$ cat src/rtl/clk_divider_multi.sv
// ============================================================================
// clk_divider_multi
// ----------------------------------------------------------------------------
// Purpose:
//    Multi-channel clock divider and tick generator. Each channel divides the
//    board clock by 2*H, where H is a per-channel half-period register. The
//    output is a 50 % duty divided clock plus a one-cycle tick on each of its
//    rising edges. H can be reprogrammed at runtime. While a channel runs, a
//    new value waits in a pending register and takes effect only at the next
//    toggle boundary, so the output never produces runt pulses.
//
// Ports:
//    clk_i    - system clock, all logic on its rising edge
//    rst_n_i  - synchronous active-low reset
//    en_i     - per-channel run enable
//    load_i   - per-channel load strobe, samples div_i
//    div_i    - new half-period value shared by all channels (0 is taken as 1)
//    sync_i   - restarts every channel in phase
//    clk_o    - registered divided clocks (fabric use, not a global clock)
//    tick_o   - one-cycle pulse coincident with each rising edge of clk_o
//    pend_o   - high while a loaded half-period waits for its toggle boundary
// ============================================================================
module clk_divider_multi #(
   parameter int          CHANNELS     = 4,
   parameter int          WIDTH        = 26,
   parameter int unsigned DEFAULT_HALF = 50000000
) (
   input  logic                clk_i,
   input  logic                rst_n_i,
   input  logic [CHANNELS-1:0] en_i,
   input  logic [CHANNELS-1:0] load_i,
   input  logic [WIDTH-1:0]    div_i,
   input  logic                sync_i,
   output logic [CHANNELS-1:0] clk_o,
   output logic [CHANNELS-1:0] tick_o,
   output logic [CHANNELS-1:0] pend_o
);

   localparam logic [WIDTH-1:0] DefHalf = WIDTH'(DEFAULT_HALF);
   localparam logic [WIDTH-1:0] One     = WIDTH'(1);

   logic [WIDTH-1:0]    half_q    [CHANNELS];
   logic [WIDTH-1:0]    half_d    [CHANNELS];
   logic [WIDTH-1:0]    pendVal_q [CHANNELS];
   logic [WIDTH-1:0]    pendVal_d [CHANNELS];
   logic [WIDTH-1:0]    cnt_q     [CHANNELS];
   logic [WIDTH-1:0]    cnt_d     [CHANNELS];
   logic [CHANNELS-1:0] pend_q;
   logic [CHANNELS-1:0] pend_d;
   logic [CHANNELS-1:0] clk_q;
   logic [CHANNELS-1:0] clk_d;
   logic [CHANNELS-1:0] tick_q;
   logic [CHANNELS-1:0] tick_d;
   logic [WIDTH-1:0]    divClamped;

   // A zero divisor would make H-1 underflow, so it is captured as 1.
   assign divClamped = (div_i == '0) ? One : div_i;

   // Next-state logic for every channel. Sync and disable both park the
   // counter at 0, so any half-period change is safe there and a waiting
   // value is applied at once. While running, H only changes on a wrap edge.
   always_comb begin
      for (int c = 0; c < CHANNELS; c++) begin
         half_d[c]    = half_q[c];
         pendVal_d[c] = pendVal_q[c];
         cnt_d[c]     = cnt_q[c];
         pend_d[c]    = pend_q[c];
         clk_d[c]     = clk_q[c];
         tick_d[c]    = 1'b0;

         if (sync_i || !en_i[c]) begin
            cnt_d[c]  = '0;
            clk_d[c]  = 1'b0;
            pend_d[c] = 1'b0;
            if (load_i[c]) begin
               half_d[c] = divClamped;
            end else if (pend_q[c]) begin
               half_d[c] = pendVal_q[c];
            end
         end else if (cnt_q[c] == half_q[c] - One) begin
            cnt_d[c]  = '0;
            clk_d[c]  = ~clk_q[c];
            tick_d[c] = ~clk_q[c];
            pend_d[c] = 1'b0;
            if (load_i[c]) begin
               half_d[c] = divClamped;
            end else if (pend_q[c]) begin
               half_d[c] = pendVal_q[c];
            end
         end else begin
            cnt_d[c] = cnt_q[c] + One;
            if (load_i[c]) begin
               pendVal_d[c] = divClamped;
               pend_d[c]    = 1'b1;
            end
         end
      end
   end

   // State registers with synchronous active-low reset; reset drops any
   // pending value and restores the default half-period.
   always_ff @(posedge clk_i) begin
      if (!rst_n_i) begin
         for (int c = 0; c < CHANNELS; c++) begin
            half_q[c]    <= DefHalf;
            pendVal_q[c] <= DefHalf;
            cnt_q[c]     <= '0;
         end
         pend_q <= '0;
         clk_q  <= '0;
         tick_q <= '0;
      end else begin
         for (int c = 0; c < CHANNELS; c++) begin
            half_q[c]    <= half_d[c];
            pendVal_q[c] <= pendVal_d[c];
            cnt_q[c]     <= cnt_d[c];
         end
         pend_q <= pend_d;
         clk_q  <= clk_d;
         tick_q <= tick_d;
      end
   end

   assign clk_o  = clk_q;
   assign tick_o = tick_q;
   assign pend_o = pend_q;

endmodule

$ cat config.mk
export PLATFORM = sky130hd
export DESIGN_NAME = clk_divider_multi
export DESIGN_NICKNAME = d
export VERILOG_FILES = /design/src/rtl/clk_divider_multi.sv
export SDC_FILE = /design/constraint.sdc
export NUM_CORES = 1
export LEC_CHECK = 0
export BUFFER_PORTS_ARGS = -buffer_cell sky130_fd_sc_hd__clkbuf_2
export CORE_MARGIN = 10
export CORE_UTILIZATION = 45
export DETAILED_ROUTE_END_ITERATION = 10
export HOLD_SLACK_MARGIN = 0.06
export PLACE_DENSITY = 0.7
export SKIP_LAST_GASP = 1
export SYNTH_ARGS = -nofsm -noshare
export SYNTH_HDL_FRONTEND = slang
export SYNTH_SLANG_ARGS = --single-unit
export TNS_END_PERCENT = 5
$ cat constraint.sdc
create_clock -name clk_i -period 4.3 [get_ports clk_i]
set_clock_uncertainty 0.2 [all_clocks]
set_input_delay 0.43 -clock clk_i [delete_from_list [all_inputs] [get_ports clk_i]]
set_output_delay 0.43 -clock clk_i [all_outputs]
set_load 0.01 [all_outputs]
### Word-level counts from Yosys, hierarchy flattened

Memories as Yosys holds them, arrays and structs flattened.
Cells that the tools add are included.

| cells by class | value |
|---|---|
| bitwise gates (word level) | 21 |
| add/sub/neg operators | 8 |
| reductions and logical operators | 21 |
| mux-type cells | 51 |
| eq/ne operators | 4 |

Operators by type and width:

| kind | count |
|---|---|
| 2-to-1 mux 26 bit | 49 |
| adder 26 x 1 -> 26 bit (second input constant) | 4 |
| equality test 26 bit | 4 |
| subtractor 26 x 1 -> 26 bit (second input constant) | 4 |
| zero test 26 bit | 1 |
| OR reduction 3 bit | 8 |
| OR 1 bit | 12 |
| inverter 1 bit | 9 |
| OR reduction 2 bit | 4 |
| zero test 1 bit | 4 |
| logical OR 1 bit | 4 |
| 2-to-1 mux 1 bit | 2 |

| word-level totals | value |
|---|---|
| output and inout bits | 12 |
| bits in writable memories | 312 |
| bits of input ports | 37 |
| memories | 3 |
| logic and storage cells | 120 |
| register bits after elaboration | 12 |

Memories:

| memory | depth | width | read ports | clocked after memory_dff | wr ports | RTL line | source |
|---|---|---|---|---|---|---|---|
| cnt_q | 4 | 26 | 4 | 0 | 4 | 46 | `logic [WIDTH-1:0] cnt_q [CHANNELS];` |
| half_q | 4 | 26 | 4 | 0 | 4 | 42 | `logic [WIDTH-1:0] half_q [CHANNELS];` |
| pendVal_q | 4 | 26 | 4 | 0 | 4 | 44 | `logic [WIDTH-1:0] pendVal_q [CHANNELS];` |

### Depth between registers and ports, before layout

| depth | value |
|---|---|
| depth after elaboration | 6 |
| depth in mapped cells | 14 |
| gate-level depth less buffers | 10 |

### Worst setup path before layout

Ideal clock, no wire load.

| path | value |
|---|---|
| path type | reg-to-reg |
| start point | memory half_q[1][0] |
| end point | memory half_q[1][25] |
| clock period less this slack | 3.858 ns |
| arrival | 3.537 ns |
| required time | 3.979 ns |
| setup time | 0.121 ns |
| stages on the path, launching flop included | 13 |
| slack | 0.442 ns |
| cells stage by stage | dfxtp_1 inv_1 ha_1 nor4b_1 a32oi_1 a2111oi_2 o2111ai_1 or4_1 or4_1 buf_2 a21o_1 buf_6 mux2_4 |

RTL lines:

| what | RTL line |
|---|---|
| start, declared | 42 |

==> results.md <==
* Outcome: complete, no violations
* Syn avg cell area at 8.57 sq um
* Longest Clk Path Bufs at 3
* R2r setup slk at 0.21 ns
* Pin slew with the least headroom to its limit at 1.05 ns
* Hold Fails Final Rpt at 0
* Clk sink count at 324
* Die W at 217 um
* Library cells used by synthesis at 80
* Synthesized flop and latch total at 324
* Reg2Reg Depth at 9
* Post-CTS setup buffers at 0
* Initial DRC Count at 1349
* Logic gate share of total power at 11.7%
* FP Rows at 72
* Die Y at 217 um
* Worst r2r dst: half_q[2][15]
* Detailed Route WL at 48000 um
* Initial antenna violation count at 0
* Min cycle time layout at 4.09 ns
* Fin cells at 2575
* HPWL after DPL at 33800 um
* Worst Path Max Fanout at 18
* # IOs at 49
* Top cell type's share of synthesized area at 37.1%
* Clk slew on worst S/H paths at 0.06 ns
* Rel. slew slack at 29.6%
* Leakage at 0.00711 uW
* Fill cells at 3727
* Max_cap viols at 0
* PD cells at 368 nW/um^2
* Inserted Clock Buffers at 36
* Final period util at 95.1%
* DR vias/cell at 5.90
* Startpoint Class: flip-flop
* Slew Limit Fails at 0
* Core area at 38600 sq um
* Clock latency on the worst-skew pair at 0.55 ns
* Commonest non-fill, non-tap cell in the layout: dfxtp_1
* Multi-input gate area at 10300 sq um
* Placed cell count at 2505
* Port bufs at 48
* DR vias at 15200
* Fmax at 245 MHz
* Asr flop ratio synth at 0%
* Maximum VDD drop at 0.252 mV
* CTS tree: yes
* Die area at 47100 sq um
* # diodes at 0
* P_sw at 1900 uW
* Number of synthesized flops with an enable pin at 0
* Ys Warns at 0
* Critical path startpoint: half_q[2][2]
* Flop pwr share at 45.5%
* Vias in the first global route at 14300
* Switch share at 26.7%
* Max H-tree Level at 2
* Critical path class: flip-flop to flip-flop
* Ranking of synthesized cells by area: dfxtp_1 (37%), mux2i_1 (9.6%), xnor2_1 (5.5%)
* Synthesized Nets at 2084
* Final design utilization at 50.2%
* Internal power at 5220 uW
* Area leader, netlist: dfxtp_1
* Power, Total at 7120 uW
* Mapped cell area at 17500 sq um
* Min-Delay Path Class: input port to flip-flop
* FF/Latch Area at 6490 sq um
* Final GP Congestion at 0.906
* Ys flop type: dfxtp_1
* Post-route ant nets at 0
* Area growth from synthesis to layout at 10.7%
* First-pass GRT wire length at 77300 um
* Starting Density at 45.3%
* Worst setup EP type: flip-flop
* GR Overflow Total at 0
* Worst Slack Setup Final at 0.213 ns
* DRC Markers at 0
* Critical Path RT at 4.50 ns
* GRT Util Overall at 19.8%
* RSZ-0062 raised after global routing: no
* Largest net degree at the start of global routing at 154
* Routed length per placed instance at 18.7 um
* Clock root cell: clkbuf_16
* RR Startpoint: half_q[2][2]
* TritonRoute pass-1 iters at 6
* Setup crit end: half_q[2][15]
* Nets at 2075
* Clk network pwr share at 42.8%
* Dpl ws at 0.168 ns
* Sequential cell area fraction in the yosys report at 37.1%
* Setup Viol. Count Final at 0
* Most frequent cells in the layout: dfxtp_1 (324), nor2_1 (244), nand2_1 (169)
* Data arrival time of the worst path at 4.29 ns
* Fraction of layout cells with a size suffix above 1 at 8.85%
* Synth Instances at 2039
* Setup_tns at 0 ns
-- synth_stat cells (37+ instances only) --
library cell and instances:
a211oi_1 49, a21oi_1 56, clkbuf_1 113, dfxtp_1 324, inv_1 38, mux2i_1 167, nand2_1 169, nand3_1 82
nor2_1 244, nor2b_1 37, nor3_1 57, nor4_1 43, o21ai_0 42, xnor2_1 109, xor2_1 109
-- power groups by stage --
stage / clock network, uW / logic (uW) / registers [uW]
2_1_floorplan: 0 / 608 / 3240
3_3_place_gp: 0 / 803 / 3290
3_5_place_dp: 0 / 817 / 3300
4_1_cts: 3100 / 826 / 3230
5_1_grt: 3220 / 908 / 3250
6_report: 3050 / 834 / 3240
-- repair_timing --
action	CTS	global route
setup endpoints to repair	0	2
hold endpoints to repair	9	0
gates resized for setup	0	2
hold buffers	5	0
-- flip-flops by register name (all words and copies together), names as in the netlist --
register,cells
half_q,104
pend_o,4
tick_o,4
clk_o,4
pendVal_q,104
cnt_q,104
-- worst max-delay path: stages (launching register included) --
cell and delay, ns:
dfxtp_1 0.37, or3_1 0.48, nor4_2 0.54, and4_1 0.28
o221ai_1 0.10, or4_1 0.63, o41a_1 0.42, buf_4 0.20
a2111oi_1 0.56, o21ai_0 0.14
-- metrics by stage --
step / hold slack [ns] / area, sq um
3_3_place_gp: 0.239 / 18100
5_1_grt: 0.122 / 19400
3_5_place_dp: 0.249 / 18100
2_1_floorplan: 0.230 / 17500
4_1_cts: 0.109 / 19300
6_report: 0.123 / 19400
-- area by class of cell --
class / count / share of cell area, %
Clock buffer: 53 / 5.51
Multi-Input combinational cell: 1535 / 53.0
Tap cell: 518 / 3.35
Clock inverter: 12 / 0.478
Sequential cell: 324 / 33.5
Inverter: 39 / 0.769
Timing Repair Buffer: 94 / 3.36
-- layer usage --
metal	vias up	part of all wire, %	track usage [%]
li1	7335	-	-
met1	7279	45	25.9
met2	469	47	32.6
met3	104	5.1	2.76
met4	0	3.3	7.41
met5	-	0	0
-- worst min-delay path by stage --
stage | startpoint | endpoint | depth (start not counted)
finish | div_i[15] | pendVal_q[0][15] | 3
global route | div_i[15] | pendVal_q[0][15] | 3
CTS | div_i[15] | pendVal_q[0][15] | 3
detailed placement | pendVal_q[2][24] | pendVal_q[2][24] | 2
global placement | pendVal_q[2][1] | pendVal_q[2][1] | 2
floorplan | pendVal_q[2][1] | pendVal_q[2][1] | 2
-- cell families (layout without fill, tap and decap cells) --
logic type                 after synthesis  after routing  synth area share, %
AOI/OAI and AO/OA                      337            337                 14.1
adders and majority gates                8              8                0.573
muxes                                  184            184                 10.7
DFF                                    324            324                 37.1
buffers and inverters                  180            198                 4.27
xor gates and xnor gates               219            219                 11.1
and+or+nand+nor                        787            787                 22.2
No activity file was read; power rests on OpenSTA's default activity.
